<file path="src/rtl/hazard_unit_if.sv">
// ----------------------------------------------------------------------------
// hazard_unit_if
// Decode-side bundle between the pipeline and the interlock controller.
//   master : pipeline side. Drives the decode instruction and controls and the
//            execute branch-taken flag. Receives stall, bubble and flush.
//   slave  : hazard_unit side (the reverse directions).
// Signals:
//   insn_fd     instruction in decode
//   valid_fd    insn_fd is a real instruction
//   rwe / rdst  decode controls (writes regfile / destination is rd)
//   do_branch   branch or jump taken in execute
//   stall       hold PC and FD
//   bubble_dx   DX register loads a NOP
//   flush_fd    discard FD instruction
//   stall_count saturating stalled-cycle counter
// ----------------------------------------------------------------------------
interface hazard_unit_if #(
    parameter int COUNT_W = 16
);
    logic [31:0]        insn_fd;
    logic               valid_fd;
    logic               rwe;
    logic               rdst;
    logic               do_branch;
    logic               stall;
    logic               bubble_dx;
    logic               flush_fd;
    logic [COUNT_W-1:0] stall_count;

    modport master (
        output insn_fd, valid_fd, rwe, rdst, do_branch,
        input  stall, bubble_dx, flush_fd, stall_count
    );

    modport slave (
        input  insn_fd, valid_fd, rwe, rdst, do_branch,
        output stall, bubble_dx, flush_fd, stall_count
    );
endinterface

</file>
<file path="src/rtl/hazard_unit.sv">
// ----------------------------------------------------------------------------
// hazard_unit
// Interlock controller for a five-stage MIPS pipeline that has no forwarding.
// It sits beside decode and tracks destination registers in flight in a
// three-entry scoreboard that mirrors the DX, XM and MW stages. An instruction
// in decode that reads a register still in flight is held. A taken branch or
// jump from execute flushes the wrong-path FD instruction.
// Ports:
//   clock    pipeline clock. All state updates on the rising edge.
//   reset_n  asynchronous active-low reset
//   hif      hazard_unit_if.slave (decode inputs, stall/bubble/flush outputs)
// ----------------------------------------------------------------------------

// One scoreboard entry compared against the decode sources.
module hazard_sb_match (
    input  logic       i_vld,
    input  logic [4:0] i_dest,
    input  logic [4:0] i_rs,
    input  logic [4:0] i_rt,
    input  logic       i_rs_used,
    input  logic       i_rt_used,
    output logic       o_hit
);
    logic w_rs_hit;
    logic w_rt_hit;

    // r0 is hardwired to zero, so it never carries a dependency.
    assign w_rs_hit = i_rs_used && (i_rs != 5'd0) && (i_rs == i_dest);
    assign w_rt_hit = i_rt_used && (i_rt != 5'd0) && (i_rt == i_dest);
    assign o_hit    = i_vld && (w_rs_hit || w_rt_hit);
endmodule

module hazard_unit #(
    parameter int COUNT_W = 16
) (
    input  logic          clock,
    input  logic          reset_n,
    hazard_unit_if.slave  hif
);
    localparam int SB_DEPTH = 3;  // 0 = DX, 1 = XM, 2 = MW

    localparam logic [5:0] OP_RTYPE = 6'b000000;
    localparam logic [5:0] OP_J     = 6'b000010;
    localparam logic [5:0] OP_JAL   = 6'b000011;
    localparam logic [5:0] OP_BEQ   = 6'b000100;
    localparam logic [5:0] OP_BNE   = 6'b000101;
    localparam logic [5:0] OP_LUI   = 6'b001111;
    localparam logic [5:0] OP_SB    = 6'b101000;
    localparam logic [5:0] OP_SH    = 6'b101001;
    localparam logic [5:0] OP_SW    = 6'b101011;

    localparam logic [5:0] FN_SLL   = 6'b000000;
    localparam logic [5:0] FN_SRL   = 6'b000010;
    localparam logic [5:0] FN_SRA   = 6'b000011;

    typedef struct packed {
        logic       vld;
        logic [4:0] dest;
    } sb_ent_t;

    sb_ent_t [SB_DEPTH-1:0] r_sb;
    logic    [COUNT_W-1:0]  r_cnt;

    // ---------------- decode ----------------
    logic [5:0] w_op;
    logic [5:0] w_funct;
    logic [4:0] w_rs;
    logic [4:0] w_rt;
    logic [4:0] w_rd;
    logic       w_is_jal;
    logic       w_is_shift_imm;
    logic       w_rs_used;
    logic       w_rt_used;
    logic       w_has_dest;
    logic [4:0] w_dest;
    logic       w_unused;

    assign w_op    = hif.insn_fd[31:26];
    assign w_rs    = hif.insn_fd[25:21];
    assign w_rt    = hif.insn_fd[20:16];
    assign w_rd    = hif.insn_fd[15:11];
    assign w_funct = hif.insn_fd[5:0];
    // Shift amount does not affect dependencies.
    assign w_unused = ^hif.insn_fd[10:6];

    assign w_is_jal       = (w_op == OP_JAL);
    // sll/srl/sra take their shift from shamt, so the rs field is don't-care.
    assign w_is_shift_imm = (w_op == OP_RTYPE) &&
                            ((w_funct == FN_SLL) || (w_funct == FN_SRL) ||
                             (w_funct == FN_SRA));

    assign w_rs_used = !((w_op == OP_J) || w_is_jal || (w_op == OP_LUI) ||
                         w_is_shift_imm);

    assign w_rt_used = (w_op == OP_RTYPE) || (w_op == OP_BEQ) ||
                       (w_op == OP_BNE)   || (w_op == OP_SB)  ||
                       (w_op == OP_SH)    || (w_op == OP_SW);

    // jal links into r31 whatever the decode controls say.
    assign w_has_dest = w_is_jal || hif.rwe;

    always_comb begin
        w_dest = w_rt;
        if (w_is_jal)
            w_dest = 5'd31;
        else if (hif.rdst)
            w_dest = w_rd;
    end

    // ---------------- scoreboard compare ----------------
    logic [SB_DEPTH-1:0] w_hit;

    genvar g;
    generate
        for (g = 0; g < SB_DEPTH; g++) begin : g_sb
            hazard_sb_match u_match (
                .i_vld     (r_sb[g].vld),
                .i_dest    (r_sb[g].dest),
                .i_rs      (w_rs),
                .i_rt      (w_rt),
                .i_rs_used (w_rs_used),
                .i_rt_used (w_rt_used),
                .o_hit     (w_hit[g])
            );
        end
    endgenerate

    // MW is included: the register file writes on the same edge that the
    // reader would leave decode, so the value is not yet readable.
    logic w_hazard;
    logic w_stall;
    logic w_bubble;

    assign w_hazard = hif.valid_fd && (|w_hit);
    // A taken branch flushes the FD instruction, so holding it would be useless.
    assign w_stall  = w_hazard && !hif.do_branch;
    assign w_bubble = w_stall || hif.do_branch || !hif.valid_fd;

    assign hif.stall       = w_stall;
    assign hif.flush_fd    = hif.do_branch;
    assign hif.bubble_dx   = w_bubble;
    assign hif.stall_count = r_cnt;

    // ---------------- scoreboard shift ----------------
    always_ff @(posedge clock or negedge reset_n) begin
        if (!reset_n) begin
            r_sb <= '0;
        end else begin
            // A bubble entering DX carries no destination.
            if (w_bubble || !w_has_dest)
                r_sb[0] <= '0;
            else
                r_sb[0] <= '{vld: 1'b1, dest: w_dest};
            for (int i = 1; i < SB_DEPTH; i++)
                r_sb[i] <= r_sb[i-1];
        end
    end

    // ---------------- stall counter ----------------
    always_ff @(posedge clock or negedge reset_n) begin
        if (!reset_n)
            r_cnt <= '0;
        else if (w_stall && (r_cnt != {COUNT_W{1'b1}}))
            r_cnt <= r_cnt + COUNT_W'(1);
    end
endmodule

</file>
<file path="src/flat_wrapper.sv">
// flat-port wrapper written by rule: the top's interface ports become plain ports
module hazard_unit_flat 
#(
    parameter int COUNT_W = 16
)
  (clock, reset_n, hif_insn_fd, hif_valid_fd, hif_rwe, hif_rdst, hif_do_branch, hif_stall, hif_bubble_dx, hif_flush_fd, hif_stall_count);
  hazard_unit_if #(.COUNT_W(COUNT_W)) hif_i ();
  input  logic clock;
  input  logic reset_n;
  input wire logic [$bits(hif_i.insn_fd)-1:0] hif_insn_fd;
  input wire logic [$bits(hif_i.valid_fd)-1:0] hif_valid_fd;
  input wire logic [$bits(hif_i.rwe)-1:0] hif_rwe;
  input wire logic [$bits(hif_i.rdst)-1:0] hif_rdst;
  input wire logic [$bits(hif_i.do_branch)-1:0] hif_do_branch;
  output wire logic [$bits(hif_i.stall)-1:0] hif_stall;
  output wire logic [$bits(hif_i.bubble_dx)-1:0] hif_bubble_dx;
  output wire logic [$bits(hif_i.flush_fd)-1:0] hif_flush_fd;
  output wire logic [$bits(hif_i.stall_count)-1:0] hif_stall_count;
  assign hif_i.insn_fd = hif_insn_fd;
  assign hif_i.valid_fd = hif_valid_fd;
  assign hif_i.rwe = hif_rwe;
  assign hif_i.rdst = hif_rdst;
  assign hif_i.do_branch = hif_do_branch;
  assign hif_stall = hif_i.stall;
  assign hif_bubble_dx = hif_i.bubble_dx;
  assign hif_flush_fd = hif_i.flush_fd;
  assign hif_stall_count = hif_i.stall_count;
  hazard_unit #(.COUNT_W(COUNT_W)) u_core (.clock(clock), .reset_n(reset_n), .hif(hif_i));
endmodule
</file>
<file path="config.mk">
export PLATFORM = sky130hd
export DESIGN_NAME = hazard_unit_flat
export DESIGN_NICKNAME = d
export VERILOG_FILES = /design/src/rtl/hazard_unit_if.sv /design/src/rtl/hazard_unit.sv /design/src/flat_wrapper.sv
export SDC_FILE = /design/constraint.sdc
export NUM_CORES = 1
export LEC_CHECK = 0
export BUFFER_PORTS_ARGS = -buffer_cell sky130_fd_sc_hd__buf_4
export CAP_MARGIN = 10
export CELL_PAD_IN_SITES_DETAIL_PLACEMENT = 0
export CELL_PAD_IN_SITES_GLOBAL_PLACEMENT = 2
export CORE_MARGIN = 1
export CORE_UTILIZATION = 25
export CTS_CLUSTER_SIZE = 8
export DETAILED_ROUTE_END_ITERATION = 10
export PLACE_DENSITY_LB_ADDON = 0.08
export SLEW_MARGIN = 20
export SYNTH_ARGS = -nofsm -noshare
export SYNTH_HDL_FRONTEND = slang
export SYNTH_SLANG_ARGS = --single-unit
</file>
<file path="constraint.sdc">
create_clock -name clock -period 2.9 [get_ports clock]
set_input_delay 0 -clock clock [delete_from_list [all_inputs] [get_ports clock]]
set_output_delay 0 -clock clock [all_outputs]
set_load 0.01 [all_outputs]
</file>
; Word-level counts from Yosys, hierarchy flattened
; Index checks and enable logic that the tools add are counted.
[totals]
register_bits = 34
input_bits = 38
word_cells = 69
output_inout_bits = 19
[op_classes]
add_sub_neg = 1
reduce_logical = 41
n_eq_ne = 17
muxes = 3
[ops]
columns = operator, count
row1 = $eq A5 B5 Y1, 6
row2 = $eq A6 B2 Y1 const B, 4
row3 = $eq A6 B6 Y1 const B, 3
row4 = $logic_or A1 B1 Y1, 17
row5 = $add A16 B1 Y16 const B, 1
row6 = $ne A16 B16 Y1 const B, 1
row7 = $logic_and A1 B1 Y1, 15
row8 = $eq A6 B3 Y1 const B, 2
row9 = $logic_not A6 Y1, 2
row10 = $mux W5, 2
row11 = $reduce_bool A5 Y1, 2
row12 = $eq A6 B4 Y1 const B, 1
row13 = $mux W6, 1
row14 = $logic_not A1 Y1, 4
row15 = $reduce_or A3 Y1, 1

; Depth between registers and ports, before layout
; Gate-level depths: netlist of the first run.
[depth]
ltp_word = 17
ltp_mapped = 8
depth_no_buf = 7

; By module
; Synthesis of the first run repeated with hierarchy kept, for this count alone.
[hier_totals]
cells_unflattened = 182
hier_area_um2 = 1895.6
[by_module_without_submodules]
columns = mod, n_inst, area_per_inst_um2, seq_area_each_um2, cells_per_inst
row1 = hazard_unit, 1, 1486.4, 850.8, 125
row2 = hazard_sb_match, 3, 136.4, 0.0, 19

; Worst setup path after synthesis of the first run
; No wires, ideal clock.
[synth_path]
path_type = flip-flop to flip-flop
start = reg u_core.r_cnt[0] (netlist: u_core.hif.stall_count[0])
end = reg u_core.r_cnt[13] (netlist: u_core.hif.stall_count[13])
n_path_buf = 1
path_slack_ns = 0.946
required_ns = 2.773
path_stages_with_launch = 9
t_arrival_ns = 1.827
period_less_slack_ns = 1.954
setup_ns = 0.127
cell_sequence = dfrtp_1 ha_1 and3_1 and3_1 a31o_2 a21oi_4 buf_6 nand4_1 xnor2_1
[synth_between]
elab_chain_cells = 2
elab_cells_between_ends = 3
classes_between = 1 x add/sub / 1 x eq/ne / 1 x reduce/logical
[synth_lines]
columns = element, line_no
row1 = from (decl), hazard_unit.sv:62  ; logic [COUNT_W-1:0] r_cnt;
row2 = from (signal assigned), hazard_unit.sv:164  ; r_cnt <= r_cnt + COUNT_W'(1);
row3 = branches (longest 2 deep; another with $add A16 B1 Y16), --
; Several ways; the timed one is not identified.
; A chain may end at the register's enable or synchronous reset.

; Worst setup path after layout of the first run
[layout_path]
start = reg u_core.r_sb[9] in the netlist's numbering
end = reg u_core.r_cnt[1] (netlist: u_core.hif.stall_count[1])
[layout_between]
elab_chain_cells = 8
elab_cells_between_ends = 10
classes_between = 2 x eq/ne / 8 x reduce/logical
[layout_lines]
columns = element, line_no
row1 = from (decl), hazard_unit.sv:61  ; sb_ent_t [SB_DEPTH-1:0] r_sb;
row2 = "from (signal, indexed assignment)", hazard_unit.sv:155  ; r_sb[i] <= r_sb[i-1];
row3 = $eq A5 B5 Y1 (on tied branches), "hazard_unit.sv:28, hazard_unit.sv:29"
row4 = $logic_and A1 B1 Y1 (on tied branches), "hazard_unit.sv:28, hazard_unit.sv:29"
row5 = $logic_or A1 B1 Y1 *, hazard_unit.sv:30  ; assign o_hit = i_vld && (w_rs_hit || w_rt_hit);
row6 = $logic_and A1 B1 Y1 *, hazard_unit.sv:30
row7 = $reduce_or A3 Y1 *, hazard_unit.sv:134  ; assign w_hazard = hif.valid_fd && (|w_hit);
row8 = $logic_and A1 B1 Y1 *, hazard_unit.sv:134
row9 = $logic_and A1 B1 Y1 *, hazard_unit.sv:136  ; assign w_stall = w_hazard && !hif.do_branch;
row10 = $logic_and A1 B1 Y1 *, hazard_unit.sv:163  ; else if (w_stall && (r_cnt != {COUNT_W{1'b1}}))
; Mark *: on every way between the ends. The rest lies on a longest branch, timed or not.

==> metrics.md, run 1 <==
| Metric | Value |
|---|---|
| Status | finished, final reports clean |
| Flop pwr share | 50.9% |
| Residual DRC | 0 |
| CP arrival | 2380 ps |
| WL final | 4510 um |
| Top FF cell, synth | dfrtp_1 |
| RSZ-0062 raised after global routing | no |
| Crit end category | flop |
| Vias in the first global route | 1498 |
| Peak supply drop | 0.150 mV |
| GRT Overall Usage | around an eighth |
| 1st-iter DRT viols | 60 |
| Most frequent cell after synthesis | dfrtp_1 |
| Hold Path Class | in -> reg |
| Hold Startpoint | hif_insn_fd[11] |
| CTS-repair resized insts | 0 |
| CTS Sinks | 34 |
| Post-synth top area cell | dfrtp_1 |
| TritonRoute pass-1 iters | 4 |
| Achievable frequency | 451 MHz |
| Area Growth Syn to Fin | 32.5% |
| Hold Path Depth | 4 |
| Final slew viol count | 0 |
| First-pass GRT wire length | 7270 um |
| Yosys top cell area share | 46.4% |
| Detail Route Antenna Nets | 0 |
| Final Skew | 4.81 ps |
| Int Pwr | 743 uW |
| Yosys reg bits | 34 |
| CTS root buf | clkbuf_8 |
| Yosys cell types | 32 |
| Die Wd | around 88 um |
| PwrDens | 404 nW/um^2 |
| Setup tns final | 0 ps |
| CP Class | reg -> reg |
| Cell family with most CP delay | compound AO/OA/AOI/OAI gates |
| Number of max-cap violations | 0 |
| Critical Path Start Type | flop |
| Final Util | 35.0% |
| Post-route minimum period | 2220 ps |
| GRT overflow | 0 |
| CP Cell Sequence | xor2_1 > nor4_1 > nand3_1 > a31o_2 > a21oi_4 > mux2_2 |
| Vias per inst | around 4.4 |
| Initial antenna violation count | 0 |
| Top Ports | 57 |
| Core area | between 6000 and 7000 um^2 |
| Mapped Area | 1830 um^2 |
| Setup Fix Bufs, Post-CTS | 0 |
| Port bufs | 51 |
| Largest net degree at the start of global routing | 35 |
| Rows | 30 |
| H-tree depth | 2 |
| Data required, critical path | 3070 ps |
| DR vias | around 1400 |
| Routability cong. | 0.759 |
| CP Buf/Inv Count | 0 |
| Switching pwr | 237 uW |
| Sw frac | 24.2% |
| Critical Path Fanout Max | 12 |
| Critical-path top delay cell | dfrtp_1 |
| Share of cells above drive strength 1 | between 30% and 40% |
| # diodes | 0 |
| Clk_lat worst skew | 280 ps |
| Reg2reg setup slack | 680 ps |
| Dpl cell area | about 2300 um^2 |
| Asr flop ratio synth | 100% |
| Top post-synthesis cells by area | dfrtp_1, xor2_1, xnor2_1 |
| Avg WL per Cell | 14.0 um |
| Starting Density | 26.4% |
| Comb power frac | 13.0% |
| Worst reg2reg path depth | 6 |
| Synth Instances | 167 |
| Clock power frac | 36.1% |
| Worst path max stage delay | roughly 420 ps |
| Worst Tran Pin Value | 461 ps |
| HPWL reported at the end of detailed placement | 3530 um |
| Reg-to-reg endpoint | u_core.hif.stall_count[1] |
| Period utilization | about 76% |
| Design Area, Final | 2430 um^2 |
| Final #Nets | 264 |
| Post-synth EDFFs | 0 |
| Max_slew headroom | slightly below 70% |
| Sequential area share after synthesis | 46.4% |
| Longest Clk Path Bufs | 2 |
| Syn Area/Cell | 11.0 um^2 |
| TritonCTS clock tree | done |
| Fin. Hold Viols | 0 |
| Die Height | 87.6 um |
| Worst r2r src | u_core.r_sb[9] |
| Static leakage | 0.00115 uW |
| Total CTS buffers | 5 |
| Hold Path Sink | u_core.r_sb[0] |
| Post-synth top cells | dfrtp_1, xor2_1, xnor2_1 |
| Post-synth net total | 206 |
| Yosys warning count | 0 |
| Die area | between 7000 and 8000 um^2 |
| CTS clk-pin slew, worst paths | 70 ps |
| Final setup viols | 0 |
worst max-delay path by stage:
| stage | depth (start not counted) | slack, ps | to | startpoint |
|---|---|---|---|---|
| 6_report | 6 | 680 | u_core.hif.stall_count[1] | u_core.r_sb[9] |
| 5_1_grt | 7 | 600 | u_core.hif.stall_count[11] | u_core.r_sb[10] |
| 4_1_cts | 6 | 680 | u_core.hif.stall_count[1] | u_core.r_sb[9] |
| 3_5_place_dp | 6 | 680 | u_core.hif.stall_count[1] | u_core.r_sb[9] |
| 3_3_place_gp | 6 | 700 | u_core.hif.stall_count[1] | u_core.hif.stall_count[0] |
| 2_1_floorplan | 8 | 950 | u_core.hif.stall_count[13] | u_core.hif.stall_count[0] |
cell usage in the layout (no fill, tap or decap), drive strengths merged:
master / count
a221o: 1
nor4: 8
mux2: 7
a21boi: 1
xor2: 25
nor3: 3
a211o: 1
o211ai: 1
nand3: 8
and3: 8
o2111ai: 1
buf: 51
ha: 1
a21oi: 8
nand3b: 1
xnor2: 18
a31o: 3
nor2: 5
dlygate4sd3: 2
o21ai: 1
dfrtp: 34
clkinv: 1
mux2i: 1
nand4: 11
nand2: 11
clkbuf: 7
inv: 3
nand2b: 3
or4: 1
worst register-to-register path, delay by kind of cell, from the launching register on:
family,cells,cell delay (ps)
DFF,1,420
xor gates and xnor gates,1,150
and+or+nand+nor,2,480
muxes,1,380
AOI/OAI and AO/OA,2,670
layout make-up:
| type | instances | area (um^2) |
|---|---|---|
| Inverter | 3 | 11.3 |
| Clock buffer | 7 | 86.3 |
| Timing Repair Buffer | 53 | 403 |
| Tap cell | 96 | 120 |
| Clock inverter | 1 | 5.00 |
| Multi-Input combinational cell | 128 | 951 |
| Fill cell | 738 | 4520 |
| Sequential cell | 34 | 851 |
per-layer routing:
layer	up-vias	wire length, um	track usage [%]
met3	6	211	2.73
met1	668	2210	17.5
met4	0	77	5.37
met2	36	2010	19.3
met5	-	0	0
li1	711	-	-
repair_timing:
action | 4_1_cts | 5_1_grt
endpoints found under the setup margin | 0 | 0
hold buffers | 2 | 0
endpoints found under the hold margin | 36 | 0
state kept, by name, summed over array words and instances (netlist names):
register	flops
u_core.r_sb	18
u_core.hif.stall_count	16
metrics by stage:
stage | power, uW | cells | hold slack, ps | setup WS [ps]
6_report | 980 | 322 | 147 | 684
5_1_grt | 1030 | 322 | 169 | 601
4_1_cts | 999 | 322 | 144 | 675
3_5_place_dp | 635 | 312 | -17.0 | 681
3_3_place_gp | 634 | 312 | -22.7 | 696
2_1_floorplan | 556 | 167 | -296 | 946
kinds of logic (layout without fill, tap and decap cells):
kind of cell / after synthesis / in the layout / synth area share (%)
and+or+nand+nor: 59 / 59 / 17.7
muxes: 8 / 8 / 5.05
DFF: 34 / 34 / 46.4
xor gates and xnor gates: 43 / 43 / 20.6
buffers and inverters: 5 / 64 / 1.64
AOI/OAI and AO/OA: 17 / 17 / 7.92
adders and majority gates: 1 / 1 / 0.683
power groups by stage:
stage / clock network, uW / logic [uW] / registers, uW
floorplan: 0 / 50.0 / 506
global placement: 0 / 126 / 507
detailed placement: 0 / 127 / 508
CTS: 370 / 130 / 499
global route: 391 / 141 / 500
finish: 354 / 128 / 499
No activity file was read; power rests on OpenSTA's default activity.
==> run 2, diff against run 1 <==
clock period = 1.9 ns   (was 2.9 ns; I/O delays follow)
==> run 2 against run 1 <==
  * The flow now finishes with violations (negative setup slack)
  * Combinational power grew 79%
  * Fmax rose by 10%
  * Routed wire length increased by 9.8%
  * Via count grew 10%
  * Flip-flop and latch count is the same
  * Critical endpoint is now u_core.hif.stall_count[15]
  * Die area is the same
  * First-iteration DRC count decreased by 30%
==> metrics.md, run 2 (synthesized netlist as in run 1, its figures left out) <==
| Metric | Value |
|---|---|
| Worst reg2reg path depth | 8 (+2) |
| Violated checks | negative setup slack |
| GRT overflow | 0 (unchanged) |
| CP Buf/Inv Count | 1 (+1) |
| Rows | 30 (unchanged) |
| Pre-CTS setup slack | -171 ps (-852 ps) |
| Data required, critical path | 2070 ps (-1000 ps) |
| Initial antenna violation count | 0 (unchanged) |
| Avg WL per Cell | 14.2 um (+1.6%) |
| Longest Clk Path Bufs | 2 (unchanged) |
| Area Growth Syn to Fin | 46.4% |
| TritonRoute pass-1 iters | 4 (unchanged) |
| PwrDens | 579 nW/um^2 (+43%) |
| Port bufs | 51 (unchanged) |
| Final slew viol count | 0 (unchanged) |
| Crit end category | flop |
| Starting Density | 26.4% (unchanged) |
| Final #Nets | 290 (+9.8%) |
| DR vias | 1568 (+10%) |
| # diodes | 0 (unchanged) |
| Vias in the first global route | 1677 (+12%) |
| Residual DRC | 0 (unchanged) |
| Die Wd | 87.6 um (unchanged) |
| H-tree depth | 2 (unchanged) |
| Post-route minimum period | 2010 ps (-202 ps) |
| Vias per inst | 4.51 (+2.1%) |
| Worst r2r src | u_core.r_sb[8] |
| Detail Route Antenna Nets | 0 (unchanged) |
| Dpl cell area | 2510 um^2 (+8.3%) |
| GRT Overall Usage | 13.9% (+1.1 points) |
| Hold Path Class | in -> reg |
| 1st-iter DRT viols | 42 (-30%) |
| Largest net degree at the start of global routing | 35 (unchanged) |
| Max reg flops | 18 (unchanged) |
| Hold Slack | 141 ps (-6.14 ps) |
| CP Cell Sequence | xor2_1 > nor4_2 > nand3_1 > a31o_4 > a21oi_4 > buf_6 > nand4_1 > xnor2_1 |
| Hold Startpoint | hif_insn_fd[15] |
| Most flops, register | u_core.r_sb |
| Worst Setup Slack, final | -114 ps (-798 ps) |
| RSZ-0062 raised after global routing | yes |
| Number of max-cap violations | 0 (unchanged) |
| Static leakage | 0.00131 uW (+14%) |
| Total CTS buffers | 5 (unchanged) |
| Share of cells above drive strength 1 | 41.7% (+9.8 points) |
| First-pass GRT wire length | 8070 um (+11%) |
| Final Total Pwr | 1550 uW (+58%) |
| Fin. Hold Viols | 0 (unchanged) |
| Clk_lat worst skew | 280 ps (about the same) |
| Commonest non-fill, non-tap cell in the layout | buf_4 |
| Top Ports | 57 (unchanged) |
| Period utilization | 106% (+30 points) |
| Achievable frequency | 496 MHz (+10%) |
| CP arrival | 2190 ps (-190 ps) |
| Max_slew headroom | 66.7% (-2.5 points) |
| Critical Path Start Type | flop |
| Worst Tran Pin Value | 498 ps (+37.5 ps) |
| Worst path max stage delay | 390 ps (-30 ps) |
| Peak supply drop | 0.238 mV (+59%) |
| Design Area, Final | 2680 um^2 (+10%) |
| Crit path depth | 8 (+2) |
| CTS root buf | clkbuf_8 |
| CP Class | reg -> reg |
| CTS clk-pin slew, worst paths | 70 ps (about the same) |
| TritonCTS clock tree | done |
| Cell family with most CP delay | simple AND/OR/NAND/NOR gates |
| HPWL reported at the end of detailed placement | 3830 um (+8.7%) |
| CTS Sinks | 34 (unchanged) |
| Die Height | 87.6 um (unchanged) |
| Hold Path Depth | 4 (unchanged) |
| CP Launch Point | u_core.r_sb[8] |
| Routability cong. | 0.803 (+5.7%) |
| Status | complete, but fails checks |
| Final Skew | 6.57 ps (+1.76 ps) |
| Most frequent cells in the layout | buf_4, dfrtp_1, xor2_1 |
| Die area | 7670 um^2 (unchanged) |
| Final setup viols | 16 (+16) |
| WL final | 4950 um (+9.8%) |
| Critical Path Fanout Max | 7 (-5) |
| Core area | 6940 um^2 (unchanged) |
| Critical-path top delay cell | dfrtp_1 |
| Final Util | 38.6% (+3.7 points) |
run 2: final cells by class:
cell class              count  area, um^2
multi-input cells         128         990
clock buffers               6        82.6
fillers                   717        4260
repair buffers             79         613
flip-flops and latches     34         852
inverters                   3        11.3
well taps                  96         120
clock inverters             2        12.5
run 2: worst paths after layout:
| check | endpoint | slack, ps |
|---|---|---|
| max | u_core.hif.stall_count[15] | -110 |
| min | u_core.r_sb[4] | 140 |
| max reg2reg | u_core.hif.stall_count[15] | -110 |
| min reg2reg | u_core.r_sb[11] | 420 |
| max in group asynchronous | u_core.hif.stall_count[0] | 1350 |
| min in group asynchronous | u_core.r_sb[13] | 210 |
run 2: stage by stage:
step | setup TNS [ps] | instances
detailed placement | -1750 | 336
finish | -1070 | 348
floorplan | -38.4 | 167
CTS | -1260 | 348
global placement | -1590 | 336
global route | -2650 | 348
run 2: worst register-to-register path, stage by stage (launching register included):
cell and delay [ps]:
dfrtp_1 390, xor2_1 150, nor4_2 300, nand3_1 140
a31o_4 290, a21oi_4 210, buf_6 160, nand4_1 110
xnor2_1 160
run 2: power by group:
group | internal [uW] | leakage (uW) | switching [uW]
Combinational | 119 | 0.000799 | 111
Sequential | 741 | 0.000462 | 13.1
Clock | 292 | 0.0000472 | 278
Total | 1150 | 0.00131 | 402
run 2: per-layer routing:
layer	up-vias	track usage, %	wire [um]
met3	7	2.64	163
li1	767	-	-
met4	0	4.92	75
met5	-	0	0
met1	763	17.7	2340
met2	31	23.5	2370
run 2: timing repair:
item,CTS,global route
pin swaps,16,16
setup endpoints to repair,18,24
cloned,0,0
hold buffers,2,0
setup buffers,2,0
endpoints found under the hold margin,37,0
resized for setup,5,5
==> run 3, diff against run 2 <==
CORE_UTILIZATION = 28   (was 25)
==> run 3 against run 2 <==
  * The flow still finishes with violations (negative setup slack)
  * Count of clock-buffer cells in the layout down 1
  * Clock power up 15%
  * Setup slack lost 4.6 ps
  * Clock skew is essentially flat
  * Combinational power shrank 2%
  * Fmax shrank 0.23%
  * Largest cell class unchanged
==> metrics.md, run 3 (synthesized netlist as in run 1, its figures left out) <==
| Metric | Value |
|---|---|
| Largest net degree at the start of global routing | 35 (unchanged) |
| Violated checks | negative setup slack |
| Final Total Pwr | 1640 uW (+5.3%) |
| GRT busiest layer | met2 |
| CP Class | reg -> reg |
| Peak supply drop | 0.457 mV (+92%) |
| Static leakage | 0.00132 uW (+0.68%) |
| CTS clk-pin slew, worst paths | 80 ps (about the same) |
| RSZ-0062 raised after global routing | yes |
| Global Route met2 Usage | 23.0% (-0.48 points) |
| Die Height | 82.9 um (-5.4%) |
| Final Skew | 6.77 ps (+0.200 ps) |
| Number of max-cap violations | 0 (unchanged) |
| CP arrival | 2200 ps (about the same) |
| CTS Sinks | 34 (unchanged) |
| Fin. Hold Viols | 0 (unchanged) |
| Max reg flops | 18 (unchanged) |
| Avg WL per Cell | 14.4 um (+1.2%) |
| Period utilization | 106% (+0.24 points) |
| Worst Setup Slack, final | -119 ps (-4.63 ps) |
| Met3 Track Usage GR | 3.68% (+1.0 points) |
| Longest Clk Path Bufs | 2 (unchanged) |
| CTS root buf | clkbuf_8 |
| Setup tns final | -1130 ps (-62.0 ps) |
| Inst Count DP | 314 (-6.5%) |
| Data required, critical path | 2080 ps (about the same) |
| Core area | 6350 um^2 (-8.6%) |
| Starting Density | 28.8% (+2.5 points) |
| Final slew viol count | 0 (unchanged) |
| Routability cong. | 0.794 (-1.1%) |
| Residual DRC | 0 (unchanged) |
| PwrDens | 613 nW/um^2 (+5.7%) |
| Initial antenna violation count | 0 (unchanged) |
| Final #Nets | 288 (-0.69%) |
| TritonCTS clock tree | done |
| Post-route minimum period | 2020 ps (+4.63 ps) |
| Max_slew headroom | 66.9% (+0.18 points) |
| Register area | 852 um^2 (unchanged) |
| Status | complete, but fails checks |
| Design Area, Final | 2670 um^2 (-0.42%) |
| DR vias | 1534 (-2.2%) |
| Commonest non-fill, non-tap cell in the layout | buf_4 |
| Vias in the first global route | 1601 (-4.5%) |
| Vias per inst | 4.69 (+4.1%) |
| Area Growth Syn to Fin | 45.8% |
| Critical Path Fanout Max | 3 (-4) |
| Die area | 6870 um^2 (-10%) |
| Total CTS buffers | 5 (unchanged) |
| Most frequent cells in the layout | buf_4, dfrtp_1, xor2_1 |
| H-tree depth | 2 (unchanged) |
| Crit end category | flop |
| Top Ports | 57 (unchanged) |
| TritonRoute pass-1 iters | 4 (unchanged) |
| 1st-iter DRT viols | 52 (+24%) |
| Rows | 29 (-3.3%) |
| Dpl cell area | 2460 um^2 (-1.8%) |
| Final setup viols | 16 (unchanged) |
| First-pass GRT wire length | 7960 um (-1.4%) |
| GRT Overall Usage | 14.6% (+0.74 points) |
| Clk_lat worst skew | 290 ps (about the same) |
| Cell Count, Final, Fillers Out | 327 (-6.0%) |
| Detail Route Antenna Nets | 0 (unchanged) |
| GRT overflow | 0 (unchanged) |
| Port bufs | 51 (unchanged) |
| Achievable frequency | 495 MHz (-0.23%) |
| GR Layer Usage met1 | 20.0% (+2.3 points) |
| WL final | 4710 um (-4.9%) |
| Hold Path Class | in -> reg |
| # diodes | 0 (unchanged) |
| Share of cells above drive strength 1 | 42.0% (+0.33 points) |
| Die Wd | 82.9 um (-5.4%) |
| Worst Tran Pin Value | 495 ps (-2.74 ps) |
| Most flops, register | u_core.r_sb |
| Filler cell count | 616 (-14%) |
| Critical Path Start Type | flop |
| HPWL reported at the end of detailed placement | 3670 um (-4.2%) |
| Multi-input gate area | 1000 um^2 (+1.4%) |
-- run 3: changes by cell type in the layout (fill, tap and decap cells not counted) --
cell and change:
xnor2_1 -1, bufinv_16 +1, nor4_2 +1, nor4_1 -1, a21boi_1 -1, xnor2_2 +1
clkbuf_8 -1, buf_4 -2, clkinvlp_4 -1, clkinv_2 +1, a21boi_0 +1
-- run 3: path summary, 6_finish.rpt --
kind	startpoint	end	slack, ps	depth (start not counted)
setup / recovery	u_core.r_sb[14]	u_core.hif.stall_count[1]	-120	7
hold / removal	hif_insn_fd[15]	u_core.r_sb[4]	140	4
setup reg to reg	u_core.r_sb[14]	u_core.hif.stall_count[1]	-120	7
hold reg to reg	u_core.r_sb[11]	u_core.r_sb[17]	420	0
max in group asynchronous	reset_n	u_core.hif.stall_count[0]	1360	2
min in group asynchronous	reset_n	u_core.r_sb[10]	200	2
-- run 3: critical path, stage by stage, from the launching register on --
cell	delay (ps)
dfrtp_1	400
xor2_1	160
nor4_2	290
nand3_1	150
a31o_4	290
a21oi_4	190
buf_4	130
mux2_2	310
-- run 3: power breakdown --
group          internal (uW)  leakage (uW)  switching [uW]  total [uW]
clock network            386     0.0000579             270         656
registers                742      0.000462            13.6         755
logic                    117      0.000797             107         224
-- run 3: layout make-up --
type	count	share of cell area (%)
well taps	77	3.61
repair buffers	77	22.4
multi-input cells	128	37.6
flip-flops and latches	34	31.9
clock buffers	5	2.58
inverters	3	0.422
clock inverters	3	1.50
-- run 3: routing by layer --
metal	vias to the layer above	wire, um
li1	760	-
met1	740	2270
met2	32	2220
met3	2	186
met4	0	24
met5	-	0
-- run 3: timing repair --
item | CTS | global route
hold endpoints to repair | 38 | 0
setup endpoints to repair | 18 | 24
pin swaps | 13 | 16
hold buffers | 2 | 0
gates resized for setup | 8 | 3
buffers inserted | 2 | 1
-- run 3: stage by stage --
step                      util [%]  setup WS, ps  hold WS (ps)
after global placement        38.8          -211         -20.4
after global routing          42.0          -226           170
after detailed placement      38.8          -203         -16.3
after floorplan                  -         -37.4          -296
final                         42.0          -119           139
after CTS                     41.7          -108           132
